==> config.mk <==
export PLATFORM = sky130hd
export DESIGN_NAME = multicycle_control_fsm_flat
export DESIGN_NICKNAME = d
export VERILOG_FILES = /design/src/rtl/multicycle_control_fsm_if.sv /design/src/rtl/multicycle_control_fsm.sv /design/src/flat_wrapper.sv
export SDC_FILE = /design/constraint.sdc
export NUM_CORES = 1
export LEC_CHECK = 0
export ABC_AREA = 1
export CORE_MARGIN = 5
export CORE_UTILIZATION = 36
export CTS_BUF_LIST = sky130_fd_sc_hd__clkbuf_16
export CTS_CLUSTER_DIAMETER = 50
export CTS_CLUSTER_SIZE = 25
export DETAILED_ROUTE_END_ITERATION = 10
export PLACE_DENSITY_LB_ADDON = 0.3
export SLEW_MARGIN = 20
export SYNTH_ARGS = -nofsm -noshare
export SYNTH_HDL_FRONTEND = slang
export SYNTH_SLANG_ARGS = --single-unit
==> constraint.sdc <==
create_clock -name clk -period 1.75 [get_ports clk]
set_input_delay 0.35 -clock clk [delete_from_list [all_inputs] [get_ports clk]]
set_output_delay 0.35 -clock clk [all_outputs]
set_load 0.01 [all_outputs]
==> src/rtl/multicycle_control_fsm_if.sv <==
`default_nettype none
// ============================================================================
//  Module   : multicycle_control_fsm_if
//  Purpose  : Bundle of datapath status inputs and control outputs exchanged
//             between the multicycle control sequencer and the MIPS datapath.
//  Revision : 1.0 - initial release
// ============================================================================
interface multicycle_control_fsm_if;
    // Datapath status into the sequencer
    logic [5:0] Opcode;
    logic       Zero;
    logic       MemReady;

    // Control outputs to the datapath
    logic       IorD;
    logic       MemRead;
    logic       MemWrite;
    logic       IRWrite;
    logic       RegDst;
    logic       MemtoReg;
    logic       RegWrite;
    logic       ALUSrcA;
    logic [1:0] ALUSrcB;
    logic [1:0] ALUOp;
    logic [1:0] PCSrc;
    logic       PCEn;
    logic       InstrDone;
    logic       IllegalOp;
    logic [3:0] State;

    // Sequencer side
    modport slave (
        input  Opcode, Zero, MemReady,
        output IorD, MemRead, MemWrite, IRWrite, RegDst, MemtoReg, RegWrite,
               ALUSrcA, ALUSrcB, ALUOp, PCSrc, PCEn, InstrDone, IllegalOp, State
    );

    // Datapath side
    modport master (
        output Opcode, Zero, MemReady,
        input  IorD, MemRead, MemWrite, IRWrite, RegDst, MemtoReg, RegWrite,
               ALUSrcA, ALUSrcB, ALUOp, PCSrc, PCEn, InstrDone, IllegalOp, State
    );
endinterface
`default_nettype wire

==> src/rtl/multicycle_control_fsm.sv <==
`default_nettype none
// ============================================================================
//  Module   : multicycle_control_fsm
//  Purpose  : Moore-style control sequencer for a multicycle MIPS datapath.
//             Steps R-type, lw, sw, beq, addi and j through fetch, decode,
//             execute, memory and writeback; stalls on MemReady.
//  Revision : 1.0 - initial release
// ============================================================================
module multicycle_control_fsm (
    input  wire logic               clk,
    input  wire logic               rst_n,
    multicycle_control_fsm_if.slave bus
);

    typedef enum logic [3:0] {
        S_FETCH   = 4'd0,
        S_DECODE  = 4'd1,
        S_MEMADR  = 4'd2,
        S_MEMRD   = 4'd3,
        S_MEMWB   = 4'd4,
        S_MEMWR   = 4'd5,
        S_EXECUTE = 4'd6,
        S_ALUWB   = 4'd7,
        S_BRANCH  = 4'd8,
        S_ADDIEX  = 4'd9,
        S_ADDIWB  = 4'd10,
        S_JUMP    = 4'd11
    } state_t;

    localparam logic [5:0] c_OP_RTYPE = 6'b000000;
    localparam logic [5:0] c_OP_LW    = 6'b100011;
    localparam logic [5:0] c_OP_SW    = 6'b101011;
    localparam logic [5:0] c_OP_BEQ   = 6'b000100;
    localparam logic [5:0] c_OP_ADDI  = 6'b001000;
    localparam logic [5:0] c_OP_J     = 6'b000010;

    state_t     r_state;
    state_t     w_next_state;
    logic       r_illegal;

    logic       w_iord;
    logic       w_mem_read;
    logic       w_mem_write;
    logic       w_ir_write;
    logic       w_reg_dst;
    logic       w_memto_reg;
    logic       w_reg_write;
    logic       w_alu_src_a;
    logic [1:0] w_alu_src_b;
    logic [1:0] w_alu_op;
    logic [1:0] w_pc_src;
    logic       w_pc_write;
    logic       w_branch;
    logic       w_instr_done;
    logic       w_set_illegal;

    // State register; reset parks the sequencer in FETCH immediately
    always_ff @(posedge clk or negedge rst_n) begin
        if (!rst_n) begin
            r_state <= S_FETCH;
        end else begin
            r_state <= w_next_state;
        end
    end

    // Sticky unsupported-opcode flag, cleared only by reset
    always_ff @(posedge clk or negedge rst_n) begin
        if (!rst_n) begin
            r_illegal <= 1'b0;
        end else if (w_set_illegal) begin
            r_illegal <= 1'b1;
        end
    end

    // Next-state and raw control decode from the current state
    always_comb begin
        w_next_state  = S_FETCH;
        w_iord        = 1'b0;
        w_mem_read    = 1'b0;
        w_mem_write   = 1'b0;
        w_ir_write    = 1'b0;
        w_reg_dst     = 1'b0;
        w_memto_reg   = 1'b0;
        w_reg_write   = 1'b0;
        w_alu_src_a   = 1'b0;
        w_alu_src_b   = 2'b00;
        w_alu_op      = 2'b00;
        w_pc_src      = 2'b00;
        w_pc_write    = 1'b0;
        w_branch      = 1'b0;
        w_instr_done  = 1'b0;
        w_set_illegal = 1'b0;
        case (r_state)
            S_FETCH: begin
                // PC+4 is computed every fetch cycle but only committed
                // together with the instruction word when memory is ready
                w_mem_read   = 1'b1;
                w_alu_src_b  = 2'b01;
                w_ir_write   = bus.MemReady;
                w_pc_write   = bus.MemReady;
                w_next_state = bus.MemReady ? S_DECODE : S_FETCH;
            end
            S_DECODE: begin
                // Branch target precomputed into ALUOut while decoding
                w_alu_src_b = 2'b11;
                case (bus.Opcode)
                    c_OP_LW,
                    c_OP_SW:    w_next_state = S_MEMADR;
                    c_OP_RTYPE: w_next_state = S_EXECUTE;
                    c_OP_BEQ:   w_next_state = S_BRANCH;
                    c_OP_ADDI:  w_next_state = S_ADDIEX;
                    c_OP_J:     w_next_state = S_JUMP;
                    default: begin
                        w_next_state  = S_FETCH;
                        w_set_illegal = 1'b1;
                        w_instr_done  = 1'b1;
                    end
                endcase
            end
            S_MEMADR: begin
                w_alu_src_a  = 1'b1;
                w_alu_src_b  = 2'b10;
                w_next_state = (bus.Opcode == c_OP_SW) ? S_MEMWR : S_MEMRD;
            end
            S_MEMRD: begin
                w_iord       = 1'b1;
                w_mem_read   = 1'b1;
                w_next_state = bus.MemReady ? S_MEMWB : S_MEMRD;
            end
            S_MEMWB: begin
                w_memto_reg  = 1'b1;
                w_reg_write  = 1'b1;
                w_instr_done = 1'b1;
                w_next_state = S_FETCH;
            end
            S_MEMWR: begin
                w_iord       = 1'b1;
                w_mem_write  = 1'b1;
                w_instr_done = bus.MemReady;
                w_next_state = bus.MemReady ? S_FETCH : S_MEMWR;
            end
            S_EXECUTE: begin
                w_alu_src_a  = 1'b1;
                w_alu_op     = 2'b10;
                w_next_state = S_ALUWB;
            end
            S_ALUWB: begin
                w_reg_dst    = 1'b1;
                w_reg_write  = 1'b1;
                w_instr_done = 1'b1;
                w_next_state = S_FETCH;
            end
            S_BRANCH: begin
                w_alu_src_a  = 1'b1;
                w_alu_op     = 2'b01;
                w_pc_src     = 2'b01;
                w_branch     = 1'b1;
                w_instr_done = 1'b1;
                w_next_state = S_FETCH;
            end
            S_ADDIEX: begin
                w_alu_src_a  = 1'b1;
                w_alu_src_b  = 2'b10;
                w_next_state = S_ADDIWB;
            end
            S_ADDIWB: begin
                w_reg_write  = 1'b1;
                w_instr_done = 1'b1;
                w_next_state = S_FETCH;
            end
            S_JUMP: begin
                w_pc_src     = 2'b10;
                w_pc_write   = 1'b1;
                w_instr_done = 1'b1;
                w_next_state = S_FETCH;
            end
            default: begin
                // Unreachable codes recover to FETCH with every strobe low
                w_next_state = S_FETCH;
            end
        endcase
    end

    // Output drive; strobes are suppressed while reset is held so nothing
    // is written or requested during an aborted instruction
    always_comb begin
        bus.IorD      = w_iord;
        bus.MemRead   = w_mem_read  & rst_n;
        bus.MemWrite  = w_mem_write & rst_n;
        bus.IRWrite   = w_ir_write  & rst_n;
        bus.RegDst    = w_reg_dst;
        bus.MemtoReg  = w_memto_reg;
        bus.RegWrite  = w_reg_write & rst_n;
        bus.ALUSrcA   = w_alu_src_a;
        bus.ALUSrcB   = w_alu_src_b;
        bus.ALUOp     = w_alu_op;
        bus.PCSrc     = w_pc_src;
        bus.PCEn      = (w_pc_write | (w_branch & bus.Zero)) & rst_n;
        bus.InstrDone = w_instr_done & rst_n;
        bus.IllegalOp = r_illegal;
        bus.State     = r_state;
    end

endmodule
`default_nettype wire

==> src/flat_wrapper.sv <==
// flat-port wrapper written by rule: the top's interface ports become plain ports
module multicycle_control_fsm_flat 
  (clk, rst_n, bus_Opcode, bus_Zero, bus_MemReady, bus_IorD, bus_MemRead, bus_MemWrite, bus_IRWrite, bus_RegDst, bus_MemtoReg, bus_RegWrite, bus_ALUSrcA, bus_ALUSrcB, bus_ALUOp, bus_PCSrc, bus_PCEn, bus_InstrDone, bus_IllegalOp, bus_State);
  multicycle_control_fsm_if bus_i ();
  input  wire logic clk;
  input  wire logic rst_n;
  input wire logic [$bits(bus_i.Opcode)-1:0] bus_Opcode;
  input wire logic [$bits(bus_i.Zero)-1:0] bus_Zero;
  input wire logic [$bits(bus_i.MemReady)-1:0] bus_MemReady;
  output wire logic [$bits(bus_i.IorD)-1:0] bus_IorD;
  output wire logic [$bits(bus_i.MemRead)-1:0] bus_MemRead;
  output wire logic [$bits(bus_i.MemWrite)-1:0] bus_MemWrite;
  output wire logic [$bits(bus_i.IRWrite)-1:0] bus_IRWrite;
  output wire logic [$bits(bus_i.RegDst)-1:0] bus_RegDst;
  output wire logic [$bits(bus_i.MemtoReg)-1:0] bus_MemtoReg;
  output wire logic [$bits(bus_i.RegWrite)-1:0] bus_RegWrite;
  output wire logic [$bits(bus_i.ALUSrcA)-1:0] bus_ALUSrcA;
  output wire logic [$bits(bus_i.ALUSrcB)-1:0] bus_ALUSrcB;
  output wire logic [$bits(bus_i.ALUOp)-1:0] bus_ALUOp;
  output wire logic [$bits(bus_i.PCSrc)-1:0] bus_PCSrc;
  output wire logic [$bits(bus_i.PCEn)-1:0] bus_PCEn;
  output wire logic [$bits(bus_i.InstrDone)-1:0] bus_InstrDone;
  output wire logic [$bits(bus_i.IllegalOp)-1:0] bus_IllegalOp;
  output wire logic [$bits(bus_i.State)-1:0] bus_State;
  assign bus_i.Opcode = bus_Opcode;
  assign bus_i.Zero = bus_Zero;
  assign bus_i.MemReady = bus_MemReady;
  assign bus_IorD = bus_i.IorD;
  assign bus_MemRead = bus_i.MemRead;
  assign bus_MemWrite = bus_i.MemWrite;
  assign bus_IRWrite = bus_i.IRWrite;
  assign bus_RegDst = bus_i.RegDst;
  assign bus_MemtoReg = bus_i.MemtoReg;
  assign bus_RegWrite = bus_i.RegWrite;
  assign bus_ALUSrcA = bus_i.ALUSrcA;
  assign bus_ALUSrcB = bus_i.ALUSrcB;
  assign bus_ALUOp = bus_i.ALUOp;
  assign bus_PCSrc = bus_i.PCSrc;
  assign bus_PCEn = bus_i.PCEn;
  assign bus_InstrDone = bus_i.InstrDone;
  assign bus_IllegalOp = bus_i.IllegalOp;
  assign bus_State = bus_i.State;
  multicycle_control_fsm u_core (.clk(clk), .rst_n(rst_n), .bus(bus_i));
endmodule
==> flow_summary.ini, run 1 <==
[grt]
grt_max_degree = 6
antenna_found_initial = 0

[die]
start_util_pct = 39.5
io-pin-count = 31
rows = 13
die_h_um = 48.5
die_x_um = 48.5

[place]
dpl.cell_count = 176
numPortBuffers = 30
place_area_mm2 = 0.00107
routabilityCongestion = 0.878
place_hpwl_um = 1780

[sta]
crit_endpoint = bus_InstrDone
worstEpCategory = top-level output

[yosys]
synth_top_family_by_area = simple AND/OR/NAND/NOR gates
synth_adder_area_share_pct = 0
yosysWarnings = 0
synth_xor_area_share_pct = 0
ys_seq_elements = 5
synthSimpleGateAreaFrac_pct = 55.4
seq_area_frac_synth_pct = 23.5
synth_cells = 102
syn_avg_cell_area_um2 = 5.23
synth_compound_area_share_pct = 7.75
synth_cell_types = 13
netlist_area_um2 = 533
syn-num-nets = 112
muxShareOfSynthArea_pct = 0

[outcome]
haltStage = global routing
status = stopped before the end
firstError = [ERROR DPL-0033] detailed placement checks failed during check placement.

[clocking]
clockBufferDepth = 2
hold_buffers = 0
cts_root_buffer = clkbuf_16
cts_buffers = 3
cts.sinks = 5
h-tree-depth = 1
-- cell usage after synthesis --
master,number,area [um^2]
inv_1,18,67.6
o21ai_0,6,30.0
a21oi_1,1,5.00
nor2_2,1,6.26
dfrtp_1,5,125
nand4_1,4,25.0
a31oi_1,1,6.26
nand3b_1,1,7.51
nor2_1,29,109
nand3_1,7,35.0
nand2_1,27,101
inv_2,1,3.75
nor2_4,1,11.3
-- timing repair --
item                       CTS
setup buffers                9
setup endpoints to repair   16
gates resized for setup     87
pin swaps                    6
-- logic make-up after synthesis --
family | Yosys count
DFF | 5
buffers and inverters | 19
and+or+nand+nor | 70
AOI/OAI and AO/OA | 8
-- stage by stage --
step | worst slack [ns] | util, %
2_1_floorplan | 0.152 | -
3_3_place_gp | -0.526 | 79.2
3_5_place_dp | -0.574 | 79.2
4_1_cts | -0.137 | 93.1
==> run 2: changes to the inputs <==
--- a/config.mk
+++ b/config.mk
@@ -6,13 +6,10 @@
 export NUM_CORES = 1
 export LEC_CHECK = 0
 export ABC_AREA = 1
-export CORE_MARGIN = 5
-export CORE_UTILIZATION = 36
-export CTS_BUF_LIST = sky130_fd_sc_hd__clkbuf_16
-export CTS_CLUSTER_DIAMETER = 50
-export CTS_CLUSTER_SIZE = 25
+export CORE_AREA = 5 5 66 68
 export DETAILED_ROUTE_END_ITERATION = 10
-export PLACE_DENSITY_LB_ADDON = 0.3
+export DIE_AREA = 0 0 71 73
+export PLACE_DENSITY_LB_ADDON = 0.15
 export SLEW_MARGIN = 20
 export SYNTH_ARGS = -nofsm -noshare
 export SYNTH_HDL_FRONTEND = slang
==> run 2 against run 1 <==
  * The flow now finishes, with violations (setup timing)
  * Synthesized cell count is the same
  * Area after synthesis is the same
==> flow_summary.ini, run 2 <==
[outcome]
status = complete, but fails checks
violations = setup timing

[grt]
grt_pass1_vias = 797
grt_usage_pct = 8.21
grt_max_degree = 7
grt_pass1_wl_um = 3440
overflow = 0
antenna_found_initial = 0

[yosys]
synthTopCellsByCount = nor2_1 (29), nand2_1 (27), inv_1 (18)
synth_xor_area_share_pct = 0
muxShareOfSynthArea_pct = 0
synthTopCellsByArea = dfrtp_1 (23%), nor2_1 (20%), nand2_1 (19%)
syn_avg_cell_area_um2 = 5.23
synth_top_family_by_area = simple AND/OR/NAND/NOR gates
synth_cell_types = 13
async_flop_share_pct = 100
synth_most_common_cell = nor2_1
synthFlopType = dfrtp_1
syn-num-nets = 112
yosysWarnings = 0
netlist_area_um2 = 533
synth_edf_count = 0
synth_compound_area_share_pct = 7.75
synth_cells = 102
yosysTopAreaCell = dfrtp_1
synthSimpleGateAreaFrac_pct = 55.4
ys_seq_elements = 5
seq_area_frac_synth_pct = 23.5
synth_adder_area_share_pct = 0
synth_top_cell_area_share_pct = 23.5

[layout]
nets = 189
drive_gt1_share_pct = 52.2
multi_input_area_um2 = 445
layout_commonest_cell = buf_4
regArea_um2 = 128
fillers = 449
largest_reg_flops = 4
antennaDiodeCount = 0
synthToLayoutAreaGrowth_pct = 152
final_area_mm2 = 0.00135
layout_common_cells = buf_4 (38), nand2_1 (22), nor2_1 (14), inv_1 (14), nor2_2 (10)
fin_util_pct = 35.4

[place]
numPortBuffers = 30
routabilityCongestion = 0.759
pre_cts_ws_ns = -0.611
place_area_mm2 = 0.00113
place_hpwl_um = 1790

[min_path]
hold_path_class = in -> async

[power]
switchingPower_uw = 544
p_clk_share_pct = 16.0
internal_power_uw = 774
irDropWorstVdd_uv = 249
total_power_uw = 1320
powerDensity_mw_per_mm2 = 980
p_leak_uw = 0.000751
netSwitchingFraction_pct = 41.3
p_seq_share_pct = 13.2
combPwrFrac_pct = 70.8

[die]
start_util_pct = 14.0
rows = 23
coreArea_mm2 = 0.00380
die_h_um = 73
die_x_um = 71
die_area_mm2 = 0.00518
io-pin-count = 31

[sta]
max_freq_mhz = 543
hold_viol = 0
finalSetupViolations = 6
period_share_pct = 105
rsz0062_at_grt = yes
slew_headroom_pct = 87.8
worst_slack_ns = -0.0933
finalMaxSlewViolations = 0
worst_pin_slew_ns = 0.180
period_needed_ns = 1.84
fin_skew_ns = 0.00182

[clocking]
insertion_delay_ns = 0.22
cts_buffers = 3
cts_root_buffer = clkbuf_8
h-tree-depth = 1
hold_buffers = 0
path_clk_slew_ns = 0.04
clockBufferDepth = 2
cts.sinks = 5
cts_tree = yes

[setup_path]
cpPeakStageDelay_ns = 0.43
worstSetupPathType = reg -> out
cp_top_family = flip-flops
end_kind = output port
arrival_ns = 1.49
crit_slowest_cell = dfrtp_2
path_max_fanout = 4
crit_buf_inv = 3
required_ns = 1.40
critical_path.cell_chain = buf_6 > nand2_4 > nor2_4 > nor2_2 > buf_4 > nand2_1 > nor2_1 > a21oi_2 > buf_2
startpoint_type = register

[routing]
drt-wirelength-per-cell_um = 10.4
drt_first_pass_iters = 2
wirelength_um = 2360
routed_via_density = 3.86
drc = 0
ant_nets = 0
drt_iter0_drc = 15
num_vias = 879

[run]
drv_cap = 0
run 2: stage by stage:
| step | cells | TNS (ns) | hold slack [ns] |
|---|---|---|---|
| 2_1_floorplan | 102 | 0 | 0.0544 |
| 3_3_place_gp | 213 | -2.45 | 0.450 |
| 3_5_place_dp | 213 | -2.33 | 0.461 |
| 4_1_cts | 222 | -0.246 | 0.435 |
| 5_1_grt | 228 | -1.03 | 0.455 |
| 6_report | 228 | -0.223 | 0.433 |
run 2: cell families after synthesis:
logic type             count (synthesis)
buffers and inverters                 19
flip-flops                             5
AO/OA/AOI/OAI                          8
AND/OR/NAND/NOR                       70
run 2: cell type report:
cell class	count	area share, %
multi-input combinational	78	33.1
clock buffer	3	3.07
timing repair buffer	72	44.0
tap	50	4.65
clock inverter	1	0.372
sequential	5	9.49
inverter	19	5.30
run 2: path summary, 6_finish.rpt:
check | from | end | slack, ns | cells after the start
setup / recovery | u_core.bus.State[2]$_DFF_PN0_ | bus_InstrDone | -0.09 | 9
hold / removal | rst_n | u_core.bus.State[0]$_DFF_PN0_ | 0.43 | 2
setup reg to reg | u_core.bus.State[1]$_DFF_PN0_ | u_core.bus.State[2]$_DFF_PN0_ | 0.24 | 8
hold reg to reg | u_core.bus.IllegalOp$_DFFE_PN0P_ | u_core.bus.IllegalOp$_DFFE_PN0P_ | 0.46 | 2
max in group asynchronous | rst_n | u_core.bus.State[2]$_DFF_PN0_ | 1.19 | 2
min in group clk | u_core.bus.IllegalOp$_DFFE_PN0P_ | u_core.bus.IllegalOp$_DFFE_PN0P_ | 0.46 | 2
run 2: power groups by stage:
stage               combinational, uW  sequential (uW)  clock [uW]
floorplan                         284              181           0
global placement                  813              169           0
detailed placement                806              169           0
CTS                               832              168         217
global route                     1010              180         227
finish                            934              174         211
run 2: routing by layer:
layer	wire length, um	global-route usage [%]
met3	158	2.34
met1	925	9.50
met5	0	0
met2	1270	15.2
met4	8	1.25
run 2: repair_timing:
| item | 4_1_cts | 5_1_grt |
|---|---|---|
| pin swaps | 2 | 11 |
| setup buffers | 5 | 8 |
| gates resized for setup | 66 | 43 |
| setup endpoints to repair | 16 | 16 |
(Power assumes the default switching activity.)
==> run 3: changes to the inputs <==
--- a/config.mk
+++ b/config.mk
@@ -6,9 +6,9 @@
 export NUM_CORES = 1
 export LEC_CHECK = 0
 export ABC_AREA = 1
-export CORE_AREA = 5 5 66 68
+export CORE_AREA = 2 2 63 65
 export DETAILED_ROUTE_END_ITERATION = 10
-export DIE_AREA = 0 0 71 73
+export DIE_AREA = 0 0 65 67
 export PLACE_DENSITY_LB_ADDON = 0.15
 export SLEW_MARGIN = 20
 export SYNTH_ARGS = -nofsm -noshare
==> run 3 against run 2 <==
  * The run still ends with setup timing left
  * Setup slack improved by 0.044 ns
  * Global-route usage increased by 1.7 points
  * Critical path depth decreased by 1
  * Cell area decreased by 9.6%
==> flow_summary.ini, run 3 (synthesis results as in run 2) <==
[die]
io-pin-count = 31
start_util_pct = 14.8
die_area_mm2 = 0.00436
die_x_um = 65
die_h_um = 67
rows = 22
coreArea_mm2 = 0.00361

[layout]
antennaDiodeCount = 0
regArea_um2 = 128
largest_reg_flops = 4
layout_commonest_cell = buf_4
fillers = 420
drive_gt1_share_pct = 47.0
multi_input_area_um2 = 427
nets = 179
synthToLayoutAreaGrowth_pct = 128
layout_common_cells = buf_4 (31), nand2_1 (22), nor2_1 (16)

[sta]
worst_hold_slack_ns = 0.436
worst_slack_ns = -0.0492
max_freq_mhz = 556
slew_headroom_pct = 84.8
period_share_pct = 103
finalSetupViolations = 2
hold_viol = 0
worst_pin_slew_ns = 0.226
tns_ns = -0.0753
period_needed_ns = 1.80
finalMaxSlewViolations = 0
fin_skew_ns = 0.00224
rsz0062_at_grt = yes

[routing]
wirelength_um = 2200
routed_via_density = 3.87
drt_iter0_drc = 26
num_vias = 836
drt-wirelength-per-cell_um = 10.2
drc = 0
drt_first_pass_iters = 3
ant_nets = 0

[grt]
grt_max_degree = 7
overflow = 0
grt_pass1_vias = 785
grt_usage_pct = 9.95
grt_pass1_wl_um = 3310
antenna_found_initial = 0

[setup_path]
reg2reg_slack_ns = 0.35
startpoint_type = register
path_max_fanout = 5
arrival_ns = 1.45
required_ns = 1.40
worstSetupPathType = reg -> out
end_kind = output port

[outcome]
status = complete, but fails checks
violations = setup timing

[min_path]
hold_path_class = in -> async

[place]
place_hpwl_um = 1770
pre_cts_ws_ns = -0.578
numPortBuffers = 30
routabilityCongestion = 0.821

[run]
drv_cap = 0

[clocking]
h-tree-depth = 1
hold_buffers = 0
clockBufferDepth = 2
cts_buffers = 3
cts_root_buffer = clkbuf_8
insertion_delay_ns = 0.22
cts_tree = yes
path_clk_slew_ns = 0.04
cts.sinks = 5

[power]
irDropWorstVdd_uv = 232
p_leak_uw = 0.000679
powerDensity_mw_per_mm2 = 1020
total_power_uw = 1240
==> run 3: cell types whose count changed in the layout (fill, tap and decap cells not counted), moves of 2 or more <==
cell     previous run  this run
buf_4              38        31
buf_6               7         1
buf_2               8        10
nand3_1             7         5
nand3_2             0         2
nor2_1             14        16
==> run 3: cell type report <==
cell class                 count  area share, %
multi-input combinational     78           35.1
inverter                      19           6.07
sequential                     5           10.5
clock buffer                   3           3.40
clock inverter                 1          0.412
tap                           48           4.94
timing repair buffer          62           39.6
==> run 3: per-layer routing <==
layer	global-route usage, %	vias up	wire length (um)
met2	19.5	25	1160
met4	3.19	0	0
li1	-	447	-
met3	2.20	0	133
met1	10.4	364	903
met5	0	-	0
==> run 3: path summary, 6_finish.rpt <==
check,from,endpoint,cells after the start
max,u_core.bus.State[3]$_DFF_PN0_,bus_InstrDone,8
min,rst_n,u_core.bus.IllegalOp$_DFFE_PN0P_,2
max reg2reg,u_core.bus.State[2]$_DFF_PN0_,u_core.bus.State[0]$_DFF_PN0_,7
min reg2reg,u_core.bus.IllegalOp$_DFFE_PN0P_,u_core.bus.IllegalOp$_DFFE_PN0P_,2
max in group asynchronous,rst_n,u_core.bus.State[0]$_DFF_PN0_,2
min in group clk,u_core.bus.IllegalOp$_DFFE_PN0P_,u_core.bus.IllegalOp$_DFFE_PN0P_,2
==> run 3: critical path, stage by stage (launching register included) <==
cell and delay (ns):
dfrtp_1 0.42, nor2_4 0.15, inv_4 0.07, nor2_4 0.08, nand2_1 0.05, nor2_1 0.08
nand2_1 0.10, a21oi_1 0.13, buf_2 0.14
==> run 3: per-stage QoR <==
step	cells	cell area (um^2)	utilization (%)
finish	216	1220	33.7
global route	216	1220	33.7
CTS	216	1190	32.9
detailed placement	209	1110	30.8
global placement	209	1110	30.8
floorplan	102	533	-
==> run 3: where the power goes <==
group	switching [uW]	leakage, uW	internal (uW)	total (uW)
Combinational	426	0.000594	421	847
Sequential	38.0	0.0000592	144	182
Clock	57.8	0.0000255	153	211
Total	522	0.000679	718	1240
==> run 3: timing repair <==
item | in CTS | in global routing
buffers inserted | 3 | 0
resized for setup | 73 | 25
setup endpoints to repair | 16 | 12
pin swaps | 6 | 1
